**src/rtl/mem_if_pkg.sv**
```systemverilog
// ----------------------------------------------------------------------------
// mem_if_pkg
// Shared types and constants for the MAR/MDR memory interface stage.
//   state_t            : transaction sequencer states
//   MEM_READ/MEM_WRITE : encoding of mem_rw
//   DEF_DATA_W/ADDR_W  : default word and RAM address widths
// ----------------------------------------------------------------------------
package mem_if_pkg;

    localparam int unsigned DEF_DATA_W = 32;
    localparam int unsigned DEF_ADDR_W = 8;

    localparam logic MEM_READ  = 1'b0;
    localparam logic MEM_WRITE = 1'b1;

    typedef enum logic [2:0] {
        IDLE,
        RD_WAIT,
        RD_CAP,
        WR,
        DONE
    } state_t;

endpackage

```
**src/rtl/mem_interface_if.sv**
```systemverilog
// ----------------------------------------------------------------------------
// mem_interface_if
// CPU-side handshake and bus signals of the memory interface stage.
//   bus_in, mar_in, mdr_in    : datapath bus value and register load strobes
//   mem_req, mem_rw           : transaction request strobe and direction
//   mem_busy, mem_done,
//   mem_err, mdr_out          : status pulses and MDR contents back to the bus
// Modports: master = CPU/datapath side, slave = mem_interface.
// ----------------------------------------------------------------------------
interface mem_interface_if #(
    parameter int unsigned DATA_W = mem_if_pkg::DEF_DATA_W
) ();

    logic [DATA_W-1:0] bus_in;
    logic              mar_in;
    logic              mdr_in;
    logic              mem_req;
    logic              mem_rw;
    logic              mem_busy;
    logic              mem_done;
    logic              mem_err;
    logic [DATA_W-1:0] mdr_out;

    modport master (
        output bus_in, mar_in, mdr_in, mem_req, mem_rw,
        input  mem_busy, mem_done, mem_err, mdr_out
    );

    modport slave (
        input  bus_in, mar_in, mdr_in, mem_req, mem_rw,
        output mem_busy, mem_done, mem_err, mdr_out
    );

endinterface

```
**src/rtl/reg_en.sv**
```systemverilog
// ----------------------------------------------------------------------------
// reg_en
// DATA_W-wide register with synchronous clear and load enable (MAR / MDR).
//   clk  : rising-edge clock
//   clr  : synchronous active-high clear, dominates i_en
//   i_en : load i_d at the edge
//   i_d  : load value
//   o_q  : register contents
// ----------------------------------------------------------------------------
module reg_en #(
    parameter int unsigned DATA_W = 32
) (
    input  logic              clk,
    input  logic              clr,
    input  logic              i_en,
    input  logic [DATA_W-1:0] i_d,
    output logic [DATA_W-1:0] o_q
);

    logic [DATA_W-1:0] r_q;

    always_ff @(posedge clk) begin
        if (clr) begin
            r_q <= '0;
        end else if (i_en) begin
            r_q <= i_d;
        end
    end

    assign o_q = r_q;

endmodule

```
**src/rtl/mem_interface.sv**
```systemverilog
// ----------------------------------------------------------------------------
// mem_interface
// MAR/MDR stage in front of a 256-word synchronous-read RAM. Latches address
// and data from the datapath bus, sequences single read/write transactions
// under a req/done handshake and returns read data through MDR.
//   clk      : rising-edge clock
//   clr      : synchronous active-high reset
//   bus      : mem_interface_if.slave (bus_in, load strobes, req/rw, status)
//   ram_addr : low ADDR_W bits of MAR
//   ram_din  : MDR
//   ram_we   : RAM write enable, high only in WR and never on a reset edge
//   ram_dout : RAM read data, valid one edge after the address is registered
// Optional: define MEM_BOUNDS_CHECK_EN to reject requests whose MAR has any
// bit set above ADDR_W (mem_done + mem_err, RAM and MDR untouched).
// ----------------------------------------------------------------------------
module mem_interface
    import mem_if_pkg::*;
#(
    parameter int unsigned DATA_W = DEF_DATA_W,
    parameter int unsigned ADDR_W = DEF_ADDR_W
) (
    input  logic                clk,
    input  logic                clr,
    mem_interface_if.slave      bus,
    output logic [ADDR_W-1:0]   ram_addr,
    output logic [DATA_W-1:0]   ram_din,
    output logic                ram_we,
    input  logic [DATA_W-1:0]   ram_dout
);

    state_t            r_state;
    logic              r_err;

    logic              w_idle;
    logic              w_mar_en;
    logic              w_mdr_en;
    logic [DATA_W-1:0] w_mdr_d;
    logic [DATA_W-1:0] w_mar;
    logic [DATA_W-1:0] w_mdr;
    logic              w_oob;

    // Loads are honoured only in IDLE so MAR/MDR stay stable while busy
    assign w_idle   = (r_state == IDLE);
    assign w_mar_en = w_idle & bus.mar_in;
    assign w_mdr_en = (w_idle & bus.mdr_in) | (r_state == RD_CAP);
    assign w_mdr_d  = (r_state == RD_CAP) ? ram_dout : bus.bus_in;

    reg_en #(.DATA_W(DATA_W)) u_mar (
        .clk  (clk),
        .clr  (clr),
        .i_en (w_mar_en),
        .i_d  (bus.bus_in),
        .o_q  (w_mar)
    );

    reg_en #(.DATA_W(DATA_W)) u_mdr (
        .clk  (clk),
        .clr  (clr),
        .i_en (w_mdr_en),
        .i_d  (w_mdr_d),
        .o_q  (w_mdr)
    );

`ifdef MEM_BOUNDS_CHECK_EN
    // Check the MAR value the transaction will actually use, including a
    // load arriving in the same cycle as the request
    logic [DATA_W-1:0] w_mar_next;
    assign w_mar_next = w_mar_en ? bus.bus_in : w_mar;
    assign w_oob      = |w_mar_next[DATA_W-1:ADDR_W];
`else
    // Upper MAR bits are stored but never reach the RAM
    logic w_unused_mar_hi;
    assign w_unused_mar_hi = ^w_mar[DATA_W-1:ADDR_W];
    assign w_oob           = 1'b0;
`endif

    // Transaction sequencer
    always_ff @(posedge clk) begin
        if (clr) begin
            r_state <= IDLE;
            r_err   <= 1'b0;
        end else begin
            case (r_state)
                IDLE: begin
                    if (bus.mem_req) begin
                        if (w_oob) begin
                            r_state <= DONE;
                            r_err   <= 1'b1;
                        end else if (bus.mem_rw == MEM_WRITE) begin
                            r_state <= WR;
                        end else begin
                            r_state <= RD_WAIT;
                        end
                    end
                end
                RD_WAIT: r_state <= RD_CAP;
                RD_CAP:  r_state <= DONE;
                WR:      r_state <= DONE;
                DONE: begin
                    r_state <= IDLE;
                    r_err   <= 1'b0;
                end
                default: begin
                    r_state <= IDLE;
                    r_err   <= 1'b0;
                end
            endcase
        end
    end

    assign bus.mem_busy = (r_state != IDLE);
    assign bus.mem_done = (r_state == DONE);
    assign bus.mem_err  = r_err;
    assign bus.mdr_out  = w_mdr;

    // Gated by clr so a write in flight is dropped on the reset edge
    assign ram_we   = (r_state == WR) & ~clr;
    assign ram_addr = w_mar[ADDR_W-1:0];
    assign ram_din  = w_mdr;

endmodule

```
**src/flat_wrapper.sv**
```systemverilog
// flat-port wrapper written by rule: the top's interface ports become plain ports
module mem_interface_flat import mem_if_pkg::*;
#(
    parameter int unsigned DATA_W = DEF_DATA_W,
    parameter int unsigned ADDR_W = DEF_ADDR_W
)
  (clk, clr, ram_addr, ram_din, ram_we, ram_dout, bus_bus_in, bus_mar_in, bus_mdr_in, bus_mem_req, bus_mem_rw, bus_mem_busy, bus_mem_done, bus_mem_err, bus_mdr_out);
  mem_interface_if #(.DATA_W(DATA_W)) bus_i ();
  input  logic clk;
  input  logic clr;
  output logic [ADDR_W-1:0] ram_addr;
  output logic [DATA_W-1:0] ram_din;
  output logic ram_we;
  input  logic [DATA_W-1:0] ram_dout;
  input wire logic [$bits(bus_i.bus_in)-1:0] bus_bus_in;
  input wire logic [$bits(bus_i.mar_in)-1:0] bus_mar_in;
  input wire logic [$bits(bus_i.mdr_in)-1:0] bus_mdr_in;
  input wire logic [$bits(bus_i.mem_req)-1:0] bus_mem_req;
  input wire logic [$bits(bus_i.mem_rw)-1:0] bus_mem_rw;
  output wire logic [$bits(bus_i.mem_busy)-1:0] bus_mem_busy;
  output wire logic [$bits(bus_i.mem_done)-1:0] bus_mem_done;
  output wire logic [$bits(bus_i.mem_err)-1:0] bus_mem_err;
  output wire logic [$bits(bus_i.mdr_out)-1:0] bus_mdr_out;
  assign bus_i.bus_in = bus_bus_in;
  assign bus_i.mar_in = bus_mar_in;
  assign bus_i.mdr_in = bus_mdr_in;
  assign bus_i.mem_req = bus_mem_req;
  assign bus_i.mem_rw = bus_mem_rw;
  assign bus_mem_busy = bus_i.mem_busy;
  assign bus_mem_done = bus_i.mem_done;
  assign bus_mem_err = bus_i.mem_err;
  assign bus_mdr_out = bus_i.mdr_out;
  mem_interface #(.DATA_W(DATA_W), .ADDR_W(ADDR_W)) u_core (.clk(clk), .clr(clr), .bus(bus_i), .ram_addr(ram_addr), .ram_din(ram_din), .ram_we(ram_we), .ram_dout(ram_dout));
endmodule
```
**config.mk**
```make
export PLATFORM = sky130hd
export DESIGN_NAME = mem_interface_flat
export DESIGN_NICKNAME = d
export VERILOG_FILES = /design/src/rtl/mem_if_pkg.sv /design/src/rtl/mem_interface_if.sv /design/src/rtl/reg_en.sv /design/src/rtl/mem_interface.sv /design/src/flat_wrapper.sv
export SDC_FILE = /design/constraint.sdc
export NUM_CORES = 1
export LEC_CHECK = 0
export ABC_AREA = 1
export CAP_MARGIN = 5
export CORE_MARGIN = 3
export CORE_UTILIZATION = 25
export DETAILED_ROUTE_END_ITERATION = 6
export PLACE_DENSITY = 0.66
export SYNTH_ARGS = -nofsm -noshare
export SYNTH_HDL_FRONTEND = slang
export SYNTH_SLANG_ARGS = --single-unit
```
**constraint.sdc**
```tcl
create_clock -name clk -period 1.8 [get_ports clk]
set_input_delay 0.45 -clock clk [delete_from_list [all_inputs] [get_ports clk]]
set_output_delay 0.45 -clock clk [all_outputs]
set_load 0.05 [all_outputs]
```
==> results.json <==
{
  "ys.warnings.count": 0,
  "leakagePower_nw": 1.71,
  "port-buffer-count": 144,
  "period_share": 0.974,
  "dpl.cell_count": 540,
  "sequential_share_of_power": 0.343,
  "worst_min_delay_path_category": "reg2reg",
  "sequential_element_share_of_the_synthesized_area": 0.381,
  "post-route-util": 0.402,
  "worstSkewPairLatency_ps": 280,
  "p_int_mw": 1.90,
  "fmax_mhz": 571,
  "critical_path.startpoint_type": "input port",
  "cts-root-to-sink-buffers": 2,
  "layout-drive-gt1-share": 0.235,
  "cp_max_fo": 2,
  "leading_post_synthesis_cells_by_cell_area": "sky130_fd_sc_hd__dfxtp_1 38%, sky130_fd_sc_hd__buf_4 12%, sky130_fd_sc_hd__o21ai_0 12%, sky130_fd_sc_hd__nor2_1 9.0%, sky130_fd_sc_hd__nand2_1 8.0%",
  "most-common-layout-cells": "81 x sky130_fd_sc_hd__buf_4, 69 x sky130_fd_sc_hd__clkdlybuf4s50_1, 54 x sky130_fd_sc_hd__nor2_1, 53 x sky130_fd_sc_hd__o21ai_0, 48 x sky130_fd_sc_hd__nand2_1",
  "grt-ovfl-total": 0,
  "finished_cell_area_sq_um": 3530,
  "outcome": "completed",
  "post_synth_num_cell_types": 24,
  "routed_via_density": 4.29,
  "ir_drop_uv": 470,
  "layout-area-overhead-vs-synth_pct": 56.0,
  "setup_tns_ps": 0,
  "timing.critical_path.required_ps": 1350,
  "final_cells": 547,
  "syn_nets": 400,
  "cts_tree": "built",
  "dr.pass1.iters": 4,
  "grt_pass1_vias": 2056,
  "layout_commonest_cell": "sky130_fd_sc_hd__buf_4",
  "arrival_ps": 1300,
  "syn_avg_cell_area_sq_um": 6.85,
  "synthesis.area_sq_um": 2260,
  "timing.final.max_slew_violations": 0,
  "clock-skew-final_ps": 4.39,
  "cts_post_setup_buffers_inserted": 0,
  "dpl.hpwl_mm": 5.00,
  "numCtsBuffers": 5,
  "setup.worst_path.end_class": "primary output",
  "worst_setup_hold_path_clk_slew_ps": 80,
  "track_usage": 0.119,
  "setup_repair_after_global_routing_missed_its_margin": "no",
  "io-pin-count": 146,
  "synth.largest_area_cell": "sky130_fd_sc_hd__dfxtp_1",
  "ant_nets": 0,
  "layout.filler_cells": 927,
  "route.vias.total": 2347,
  "power.share.combinational": 0.477,
  "grt_first_pass_wirelength_mm": 9.73,
  "total_die_area_sq_um": 10200,
  "timing_worst_setup_path_type": "in2out",
  "drt_first_iter_violations": 68,
  "die_w_microns": 101,
  "placed_area_sq_um": 3420,
  "initial_utilization": 0.258,
  "netlist_instances": 330,
  "gp_routability_congestion": 0.764,
  "residual_drc": 0,
  "switching_share": 0.436,
  "power_density_nw_per_um2": 958,
  "ctsHtreeMaxLevel": 2,
  "post_drt_wl_per_cell_microns": 11.8,
  "synth.top_cell.area_share": 0.381,
  "n_antenna_cell": 0,
  "clk_root_buffer_cell": "sky130_fd_sc_hd__clkbuf_8",
  "floorplan.core_area_sq_um": 8760,
  "timing.final.crit_period_ps": 1750,
  "antenna_found_initial": 0,
  "tritoncts_num_sinks": 43,
  "power_switching_mw": 1.47,
  "rows": 34,
  "fin_nets": 509,
  "clockPowerShare": 0.179,
  "maxCapViolCount": 0,
  "final-setup-viol-count": 0,
  "report.final.hold_viol_count": 0,
  "wl_mm": 6.43,
  "chipHeight_microns": 101,
  "register_bit_count_reported_by_yosys": 43,
  "maximum_number_of_pins_on_one_net_before_global_route_repair": 33
}
[per-stage QoR]
step	hold slack, ps	setup slack, ps	power [mW]
2_1_floorplan	499	-213	2.35
3_3_place_gp	434	-112	2.79
3_5_place_dp	440	-117	2.80
4_1_cts	452	30.4	3.43
5_1_grt	475	12.8	3.57
6_report	447	47.2	3.38
[power by group through the flow]
stage	combinational [mW]	clock [mW]	sequential [mW]
finish	1.61	0.606	1.16
global route	1.71	0.683	1.18
CTS	1.63	0.645	1.16
detailed placement	1.62	0	1.18
global placement	1.61	0	1.18
floorplan	0.806	0	1.54
[sequential cells by signal (all words and copies together), names as in the netlist]
signal / cells
u_core.r_state: 3
u_core.u_mar.o_q: 8
u_core.u_mdr.o_q: 32
[cells in the mapped netlist (all sizes together)]
cell,n
o21ai,62
nand3,3
a31oi,1
clkbuf,5
buf,47
nand4,5
o211ai,2
nor3,3
a21oi,13
nand2,49
inv,40
dfxtp,43
nor4,1
nor2,55
conb,1
[logic make-up (layout without fill, tap and decap cells)]
| kind of cell | count (synthesis) | in the layout | synth area share |
|---|---|---|---|
| compound gates | 78 | 78 | 0.178 |
| flops | 43 | 43 | 0.381 |
| other cells | 1 | 1 | 0.00166 |
| simple gates | 116 | 116 | 0.213 |
| buf+inv | 92 | 201 | 0.227 |
[final cells by class]
cell class	instances	area (sq um)	area share
Clock buffer	6	82.6	0.0234
Clock inverter	1	5.00	0.00142
Multi-Input combinational cell	195	911	0.258
Tap cell	108	135	0.0383
Inverter	40	150	0.0426
Sequential cell	43	863	0.245
Timing Repair Buffer	154	1380	0.391
[metal layers]
metal,global-route usage,routed length (microns)
met5,0,0
met4,0.0307,60
met3,0.0346,680
met2,0.207,3030
met1,0.142,2660
[final timing paths]
kind                                         start                               end  slack [ps]  cells past startpoint
setup / recovery                               clr                            ram_we          50                      3
hold / removal    u_core.u_mar.o_q[4]$_SDFFE_PP0P_  u_core.u_mar.o_q[4]$_SDFFE_PP0P_         450                      2
setup reg to reg    u_core.r_state[1]$_SDFFE_PP0P_  u_core.u_mar.o_q[7]$_SDFFE_PP0P_         390                      5
hold reg to reg   u_core.u_mar.o_q[4]$_SDFFE_PP0P_  u_core.u_mar.o_q[4]$_SDFFE_PP0P_         450                      2
[critical path, stage by stage]
cell and delay (ps):
sky130_fd_sc_hd__clkdlybuf4s50_1 470, sky130_fd_sc_hd__nor4_4 210, sky130_fd_sc_hd__buf_12 180
[what timing repair did]
action                                  4_1_cts  5_1_grt
pin swaps                                     1        0
hold endpoints to repair                      0        0
hold buffers                                  0        0
endpoints found under the setup margin        2        1
resized for setup                             3        1
(Power assumes the default switching activity.)
